## src/rtl/pet_vram_pkg.sv

```systemverilog
// rtl/pet_vram_pkg.sv - shared widths, slot phase numbers and arbiter states for the PET video RAM arbiter
package pet_vram_pkg;

  localparam int ADDR_W_DEF = 11;
  localparam int DATA_W_DEF = 8;

  localparam logic [2:0] PH_VID_ADDR  = 3'd0;
  localparam logic [2:0] PH_VID_LATCH = 3'd2;
  localparam logic [2:0] PH_CPU_GRANT = 3'd4;
  localparam logic [2:0] PH_WE_CLR    = 3'd5;
  localparam logic [2:0] PH_CPU_DONE  = 3'd6;

  typedef enum logic [1:0] {
    SYNC     = 2'd0,
    RUN_IDLE = 2'd1,
    RUN_BUSY = 2'd2
  } arb_state_e;

endpackage

```

## src/rtl/pet_slot_phase.sv

```systemverilog
// rtl/pet_slot_phase.sv - 8-phase slot counter; holds at phase 0 until the first 1 MHz enable
module pet_slot_phase
  import pet_vram_pkg::*;
(
  input  logic       clk,
  input  logic       reset,
  input  logic       ce_8mp,
  input  logic       ce_1m,
  output logic [2:0] ph,
  output logic       run
);

  // ph holds the phase of the tick being processed; the ce_1m tick is phase 0,
  // so the counter re-aligns to 1 there on every 1 MHz enable.
  always_ff @(posedge clk) begin
    if (reset) begin
      ph  <= PH_VID_ADDR;
      run <= 1'b0;
    end else if (ce_8mp) begin
      if (ce_1m) begin
        ph  <= 3'd1;
        run <= 1'b1;
      end else if (run) begin
        ph  <= ph + 3'd1;
      end
    end
  end

endmodule

```

## src/rtl/pet_vram_arbiter.sv

```systemverilog
// rtl/pet_vram_arbiter.sv - PET video RAM time-slot arbiter (video fetch vs CPU); PET_SNOW_EN enables snow grant
module pet_vram_arbiter
  import pet_vram_pkg::*;
#(
  parameter int ADDR_W = ADDR_W_DEF,
  parameter int DATA_W = DATA_W_DEF
) (
  input  logic              clk,
  input  logic              reset,
  input  logic              ce_8mp,
  input  logic              ce_1m,
  input  logic              video_on,
  input  logic [ADDR_W-1:0] vid_addr,
  output logic [DATA_W-1:0] vid_data,
  input  logic              cpu_req,
  input  logic              cpu_we,
  input  logic [ADDR_W-1:0] cpu_addr,
  input  logic [DATA_W-1:0] cpu_wdata,
  output logic [DATA_W-1:0] cpu_rdata,
  output logic              cpu_ack,
  output logic [ADDR_W-1:0] ram_addr,
  output logic              ram_we,
  output logic [DATA_W-1:0] ram_d,
  input  logic [DATA_W-1:0] ram_q,
  output logic              snow_hit
);

  logic [2:0] ph;
  logic       run;
  logic       tick;
  logic       snow_mode;
  logic       acc_we;
  logic       acc_snow;
  logic [2:0] grant_ph;
  logic [2:0] done_ph;
  arb_state_e state;

  pet_slot_phase u_phase (
    .clk    (clk),
    .reset  (reset),
    .ce_8mp (ce_8mp),
    .ce_1m  (ce_1m),
    .ph     (ph),
    .run    (run)
  );

  assign tick = ce_8mp && (run || ce_1m);

`ifdef PET_SNOW_EN
  assign snow_mode = video_on;
`else
  // video_on has no effect here: the video fetch is never displaced
  assign snow_mode = video_on & 1'b0;
`endif

  assign grant_ph = snow_mode ? PH_VID_ADDR : PH_CPU_GRANT;
  assign done_ph  = acc_snow ? PH_VID_LATCH : PH_CPU_DONE;

  always_ff @(posedge clk) begin
    if (reset) begin
      state     <= SYNC;
      vid_data  <= '0;
      cpu_rdata <= '0;
      cpu_ack   <= 1'b0;
      ram_addr  <= '0;
      ram_we    <= 1'b0;
      ram_d     <= '0;
      snow_hit  <= 1'b0;
      acc_we    <= 1'b0;
      acc_snow  <= 1'b0;
    end else begin
      cpu_ack  <= 1'b0;
      snow_hit <= 1'b0;
      if (tick) begin
        case (ph)
          PH_VID_ADDR: begin
            ram_addr <= vid_addr;
            ram_we   <= 1'b0;
          end
          PH_VID_LATCH: vid_data <= ram_q;
          PH_WE_CLR:    ram_we   <= 1'b0;
          default: ;
        endcase

        // a grant on the same tick as the phase-0 video address overrides it (snow)
        case (state)
          SYNC: state <= RUN_IDLE;
          RUN_IDLE: begin
            if (cpu_req && ph == grant_ph) begin
              ram_addr <= cpu_addr;
              ram_we   <= cpu_we;
              ram_d    <= cpu_wdata;
              acc_we   <= cpu_we;
              acc_snow <= snow_mode;
              snow_hit <= snow_mode;
              state    <= RUN_BUSY;
            end
          end
          RUN_BUSY: begin
            if (ph == done_ph) begin
              if (!acc_we) cpu_rdata <= ram_q;
              if (acc_snow) ram_we <= 1'b0;
              cpu_ack <= 1'b1;
              state   <= RUN_IDLE;
            end
          end
          default: state <= SYNC;
        endcase
      end
    end
  end

endmodule

```

## config.mk

```make
export PLATFORM = sky130hd
export DESIGN_NAME = pet_vram_arbiter
export DESIGN_NICKNAME = d
export VERILOG_FILES = /design/src/rtl/pet_vram_pkg.sv /design/src/rtl/pet_slot_phase.sv /design/src/rtl/pet_vram_arbiter.sv
export SDC_FILE = /design/constraint.sdc
export NUM_CORES = 1
export LEC_CHECK = 0
export BUFFER_PORTS_ARGS = -buffer_cell sky130_fd_sc_hd__buf_4
export CAP_MARGIN = 15
export CORE_UTILIZATION = 47
export DETAILED_ROUTE_END_ITERATION = 6
export PLACE_DENSITY_LB_ADDON = 0.15
export SLEW_MARGIN = 20
export SYNTH_ARGS = -nofsm -noshare
export SYNTH_HDL_FRONTEND = slang
export SYNTH_SLANG_ARGS = --single-unit
```

## constraint.sdc

```tcl
create_clock -name clk -period 2.3 [get_ports clk]
set_clock_uncertainty 0.1 [all_clocks]
set_input_delay 0.345 -clock clk [delete_from_list [all_inputs] [get_ports clk]]
set_output_delay 0.345 -clock clk [all_outputs]
set_load 0.02 [all_outputs]
```

Word level (Yosys, flattened, before mapping)
Cells that the tools add are included.

operators by class
  $add $sub $neg = 1
  bitwise gates (word level) = 3
  mux-type cells = 12
  equality and inequality tests = 8
  reduce and logical (&&, ||, !) cells = 14

operators by type and width
  cell                                            count
  two-way mux 11 bit                              3
  == test 3 bit (second input constant)           3
  two-way mux 3 bit                               2
  one-hot mux 2 bit (3 select lines)              1
  AND reduction 2 bit                             3
  AND reduction 3 bit                             2
  two-way mux 1 bit                               4
  two-way mux 2 bit                               2
  != test 2 bit (second input constant)           2
  AND reduction 4 bit                             1
  adder 3 x 1 -> 3 bit (second input constant)    1
  == test 3 x 2 -> 1 bit (second input constant)  1
  zero test 3 bit                                 1
  inverter 1 bit                                  3
  OR reduction 3 bit                              1
  == test 2 x 1 -> 1 bit (second input constant)  1
  == test 2 bit (second input constant)           1
  logical AND 1 bit                               2
  zero test 2 bit                                 1
  nonzero test 2 bit                              1
  OR reduction 2 bit                              1
  logical OR 1 bit                                1

word-level totals
  output and inout port bits = 38
  bits of input ports = 45
  word-level logic and storage cells = 48
  bits in registers = 44

Logic depth before layout (Yosys ltp)
  word-level depth = 5
  depth in mapped cells = 6
  depth with buffers taken out = 5

Modules after synthesis
A second synthesis with hierarchy kept.

unflattened totals
  cells, all modules = 203
  area, all modules = 1871.8 µm²

modules (own cells, without submodules)
  module            seq. area each (µm²)  instances  area each (µm²)  cells an instance
  pet_vram_arbiter  800.8                 1          1691.6           184
  pet_slot_phase    80.1                  1          180.2            19

Worst setup path before layout
No wires, ideal clock.

  path type = register to register
  start point = register u_phase.ph[0]
  end point = register cpu_rdata[0]
  buffers on the path = 1
  stages on the path, launching flop included = 7
  clock period less this slack = 1.705 ns
  data required time = 2.078 ns
  slack = 0.595 ns
  setup time = 0.122 ns
  data arrival time = 1.484 ns
  cell sequence = dfxtp_1 > inv_1 > ha_1 > o211ai_2 > or4_1 > buf_2 > mux2i_1

on the way
  cells in the longest elaborated chain, start to end = 2

RTL lines
  item                                  line                     source
  start: declaration                    pet_slot_phase.sv:9      output logic [2:0] ph,
  start signal: assignment              pet_slot_phase.sv:24     ph <= ph + 3'd1;
  == test 3 bit                         pet_vram_arbiter.sv:100  if (ph == done_ph) begin
  AND reduction 4 bit (no source line)  --
  end signal: assignment                pet_vram_arbiter.sv:101  if (!acc_we) cpu_rdata <= ram_q;
  end: declaration                      pet_vram_arbiter.sv:19   output logic [DATA_W-1:0] cpu_rdata,

Every way passes these cells.
A chain may end at the register's enable or synchronous reset.

Worst setup path in the final report
  start point = register u_phase.ph[0]
  end point = register ram_we

on the way
  cells in the longest elaborated chain, start to end = 5
  elaborated cells between the ends (all ways) = 8
  those cells by class = eq/ne: 2; mux: 3; reduce/logical: 3

RTL lines
  item                                              line                    source
  == test 3 bit or zero test 3 bit (tied branches)  pet_vram_arbiter.sv:75  case (ph)
  OR reduction 2 bit (no source line)               --
  two-way mux 1 bit                                 pet_vram_arbiter.sv:75
  two-way mux 1 bit                                 pet_vram_arbiter.sv:89  if (cpu_req && ph == grant_ph) begin
  two-way mux 1 bit *                               --
  end signal: assignment                            pet_vram_arbiter.sv:91  ram_we <= cpu_we;
  end: declaration                                  pet_vram_arbiter.sv:22  output logic ram_we,

Every way passes the cells marked *; elsewhere a longest branch is shown, timed or not.

==> Flow_metrics.wiki <==
{| class="wikitable"
! Metric !! Value
|-
| Result of the run || completed
|-
| Sequential area share after synthesis || 44.7%
|-
| Die Span Y || 66.8 microns
|-
| Crit Path Category || flip-flop to flip-flop
|-
| Total length of routed wires || 4.67 mm
|-
| Clock tree root driver cell || clkbuf_8
|-
| Setup WS pre-CTS || 270 ps
|-
| First-pass GRT wire length || 7.31 mm
|-
| Largest net degree at the start of global routing || 45
|-
| Setup Total Neg Slack || 0 ps
|-
| Cts-stage hold buffer count || 0
|-
| Type of the most critical hold path || input port to flip-flop
|-
| Maximum vdd drop || 381 uV
|-
| Synth Warn # || 0
|-
| Adder-cell area share of the yosys netlist || 3.17%
|-
| Antenna-violating nets left || 0
|-
| Core region area || 4000 sq um
|-
| Buffers from clock root to sink, at most || 2
|-
| Leftover overflow at the end of global routing || 0
|-
| Proportion of netlist area held by the largest area contributor || 44.7%
|-
| Cell Pwr Density || 554 nW/um^2
|-
| Worst-path clk slew || 80 ps
|-
| Top post-synthesis cells by area || dfxtp_1 45%, mux2i_1 8.6%, nand2b_1 8.6%
|-
| Final max-slew violation count || 0
|-
| Row Count || 23
|-
| Synthesized Nets || 253
|-
| Highest attainable clock frequency || 488 MHz
|-
| Multiplexer share of the synthesized area || 8.63%
|-
| Final layout net count || 328
|-
| Clock period minus worst slack || 2050 ps
|-
| Total CTS buffers || 5
|-
| Worst slew slack as a fraction of its limit || 45.9%
|-
| Count of cell types in the netlist || 34
|-
| Ratio of final minimum period to clock period || 89.1%
|-
| Dominant combinational cell family by area after synthesis || compound AO/OA/AOI/OAI gates
|-
| Number of clock sinks || 44
|-
| Diode insertion count for antenna repair || 0
|-
| Layout overhead on the synthesized area || 36.7%
|-
| Total via count after detailed routing || 1828
|-
| Last weighted congestion value of the routability-driven placer || 0.788
|-
| Post-synthesis compound-gate area fraction || 22.1%
|-
| Area share of xor/xnor cells in the synthesized design || 0%
|-
| Count of instances resized after the clock tree is built || 0
|-
| Number of DRC markers in iteration 0 || 82
|-
| Cell count after synthesis || 203
|-
| CTS tree || built
|-
| Category of the worst setup path capture point || flip-flop
|-
| Number of remaining DRC errors || 0
|-
| Post-route setup slack || 251 ps
|-
| Worst-skew pair later-pin latency || 290 ps
|-
| Post-CTS Repair Setup Buffers || 0
|-
| HPWL reported at the end of detailed placement || 3.16 mm
|-
| Floorplan die area || 4460 sq um
|-
| Largest area contributor in the synthesized netlist || dfxtp_1
|-
| Most used DFF post-synth || dfxtp_1
|-
| Required time of the critical path || 2420 ps
|-
| Port Buffers || 80
|-
| EDFF count, synth || 0
|-
| Cell area after synthesis || 1970 sq um
|-
| Number of max-capacitance violations reported || 0
|-
| Number of flip-flops and latches in the synthesized netlist || 44
|-
| Effective utilization at floorplan || 49.3%
|-
| Ratio of routed vias to standard cells || 5.56
|-
| Proportion of layout cells with a drive suffix above 1 || 33.7%
|-
| Largest fanout on the critical path || 21
|-
| Setup repair after global routing missed its margin || no
|-
| Category of the worst setup path launch point || flip-flop
|-
| Io pins || 83
|-
| Routed wirelength normalized by instance count || 14.2 microns
|-
| Number of setup violations in the final report || 0
|-
| Total iterations of the first detailed-routing run || 4
|-
| Simple-gate area share of the yosys netlist || 17.0%
|-
| LEAKAGE || 1.14 nW
|-
| Via count of the first global-routing pass || 1593
|-
| Die X-Extent || 66.8 microns
|-
| Post-synthesis async set-or-reset flop share || 0%
|-
| Worst-margin pin slew || 812 ps
|-
| Worst EP arrival || 2170 ps
|-
| Number of H-tree branching levels || 2
|-
| Final-report hold violation count || 0
|-
| Global Route Usage Sum || 22.1%
|-
| Mean instance size in the synthesized netlist || 9.71 sq um
|-
| Antenna violations before repair || 0
|}
## layout make-up
class                      count  area [sq um]
multi-input combinational    139          1010
fill                         359          1310
clock inverter                 1          7.51
tap                           50          62.6
timing repair buffer          85           638
clock buffer                   7          86.3
sequential                    44           881
inverter                       3          11.3
## worst max-delay path, stage by stage (launching register included)
cell and delay, ps:
dfxtp_1 350, inv_1 110, ha_1 230, and3_1 710
nand4_1 240, a31oi_1 220
## path summary, 6_finish.rpt
kind / from / end / slack (ps) / depth (start not counted)
worst max-delay path: u_phase.ph[0]$_SDFFE_PP0P_ / ram_we$_SDFFE_PP0P_ / 250 / 5
worst min-delay path: cpu_wdata[6] / ram_d[6]$_SDFFE_PP0P_ / 210 / 3
worst max register to register: u_phase.ph[0]$_SDFFE_PP0P_ / ram_we$_SDFFE_PP0P_ / 250 / 5
worst min register to register: ram_addr[3]$_SDFFE_PP0P_ / ram_addr[3]$_SDFFE_PP0P_ / 370 / 1
## routing by layer
layer	share of wire [%]	GRT usage [%]	up-vias
met2	47	34.5	62
met3	6.8	6.34	11
met5	0	0	-
met1	44	27.4	853
li1	-	-	902
met4	2.0	11.2	0
## metrics by stage
step,utilization (%),std cells,hold WS [ps],instance area [sq um],total power [mW]
after CTS,67.3,329,204,2690,1.51
after global routing,67.3,329,210,2690,1.56
after floorplan,-,203,358,1970,0.906
final,67.3,329,209,2690,1.49
after global placement,65.0,321,347,2600,1.01
after detailed placement,65.0,321,350,2600,1.01
## synthesized netlist by cell type, types with 3 or more instances
master and instances:
o31ai_1 9, nand4_1 9, clkbuf_1 11, ha_1 5, inv_1 3, o21ai_0 4, mux2i_1 17, nand2_1 4
dfxtp_1 44, nor2_1 4, nand2b_1 27, a21oi_1 15, buf_2 3, a32oi_1 11, o2bb2ai_1 11
## layout by cell type (no fill, tap or decap), drive strengths merged, types with 3 or more instances in the layout
master / instances
nor2: 4
o2bb2ai: 11
dfxtp: 44
nand4: 9
o21ai: 4
o31ai: 9
inv: 3
buf: 85
clkbuf: 7
nand2: 4
ha: 5
a21oi: 15
nand2b: 27
mux2i: 17
a32oi: 11
## registers in the layout (all words and copies together) (netlist names), 2 cells and up
register    count
state           2
cpu_rdata       8
ram_addr       11
u_phase.ph      3
vid_data        8
ram_d           8
## where the power goes
part	internal (mW)	leakage (nW)	total, mW	switching, mW
clock network	0.244	0.0445	0.500	0.256
logic	0.0995	0.744	0.201	0.101
registers	0.777	0.356	0.791	0.0136
total	1.12	1.14	1.49	0.371
## cell families (layout without fill, tap and decap cells)
family	after synthesis	in the layout
compound gates	60	60
simple gates	56	56
flops	44	44
buf+inv	20	96
mux	17	17
fa+ha+maj	5	5
other cells	1	1
(Power assumes the default switching activity.)
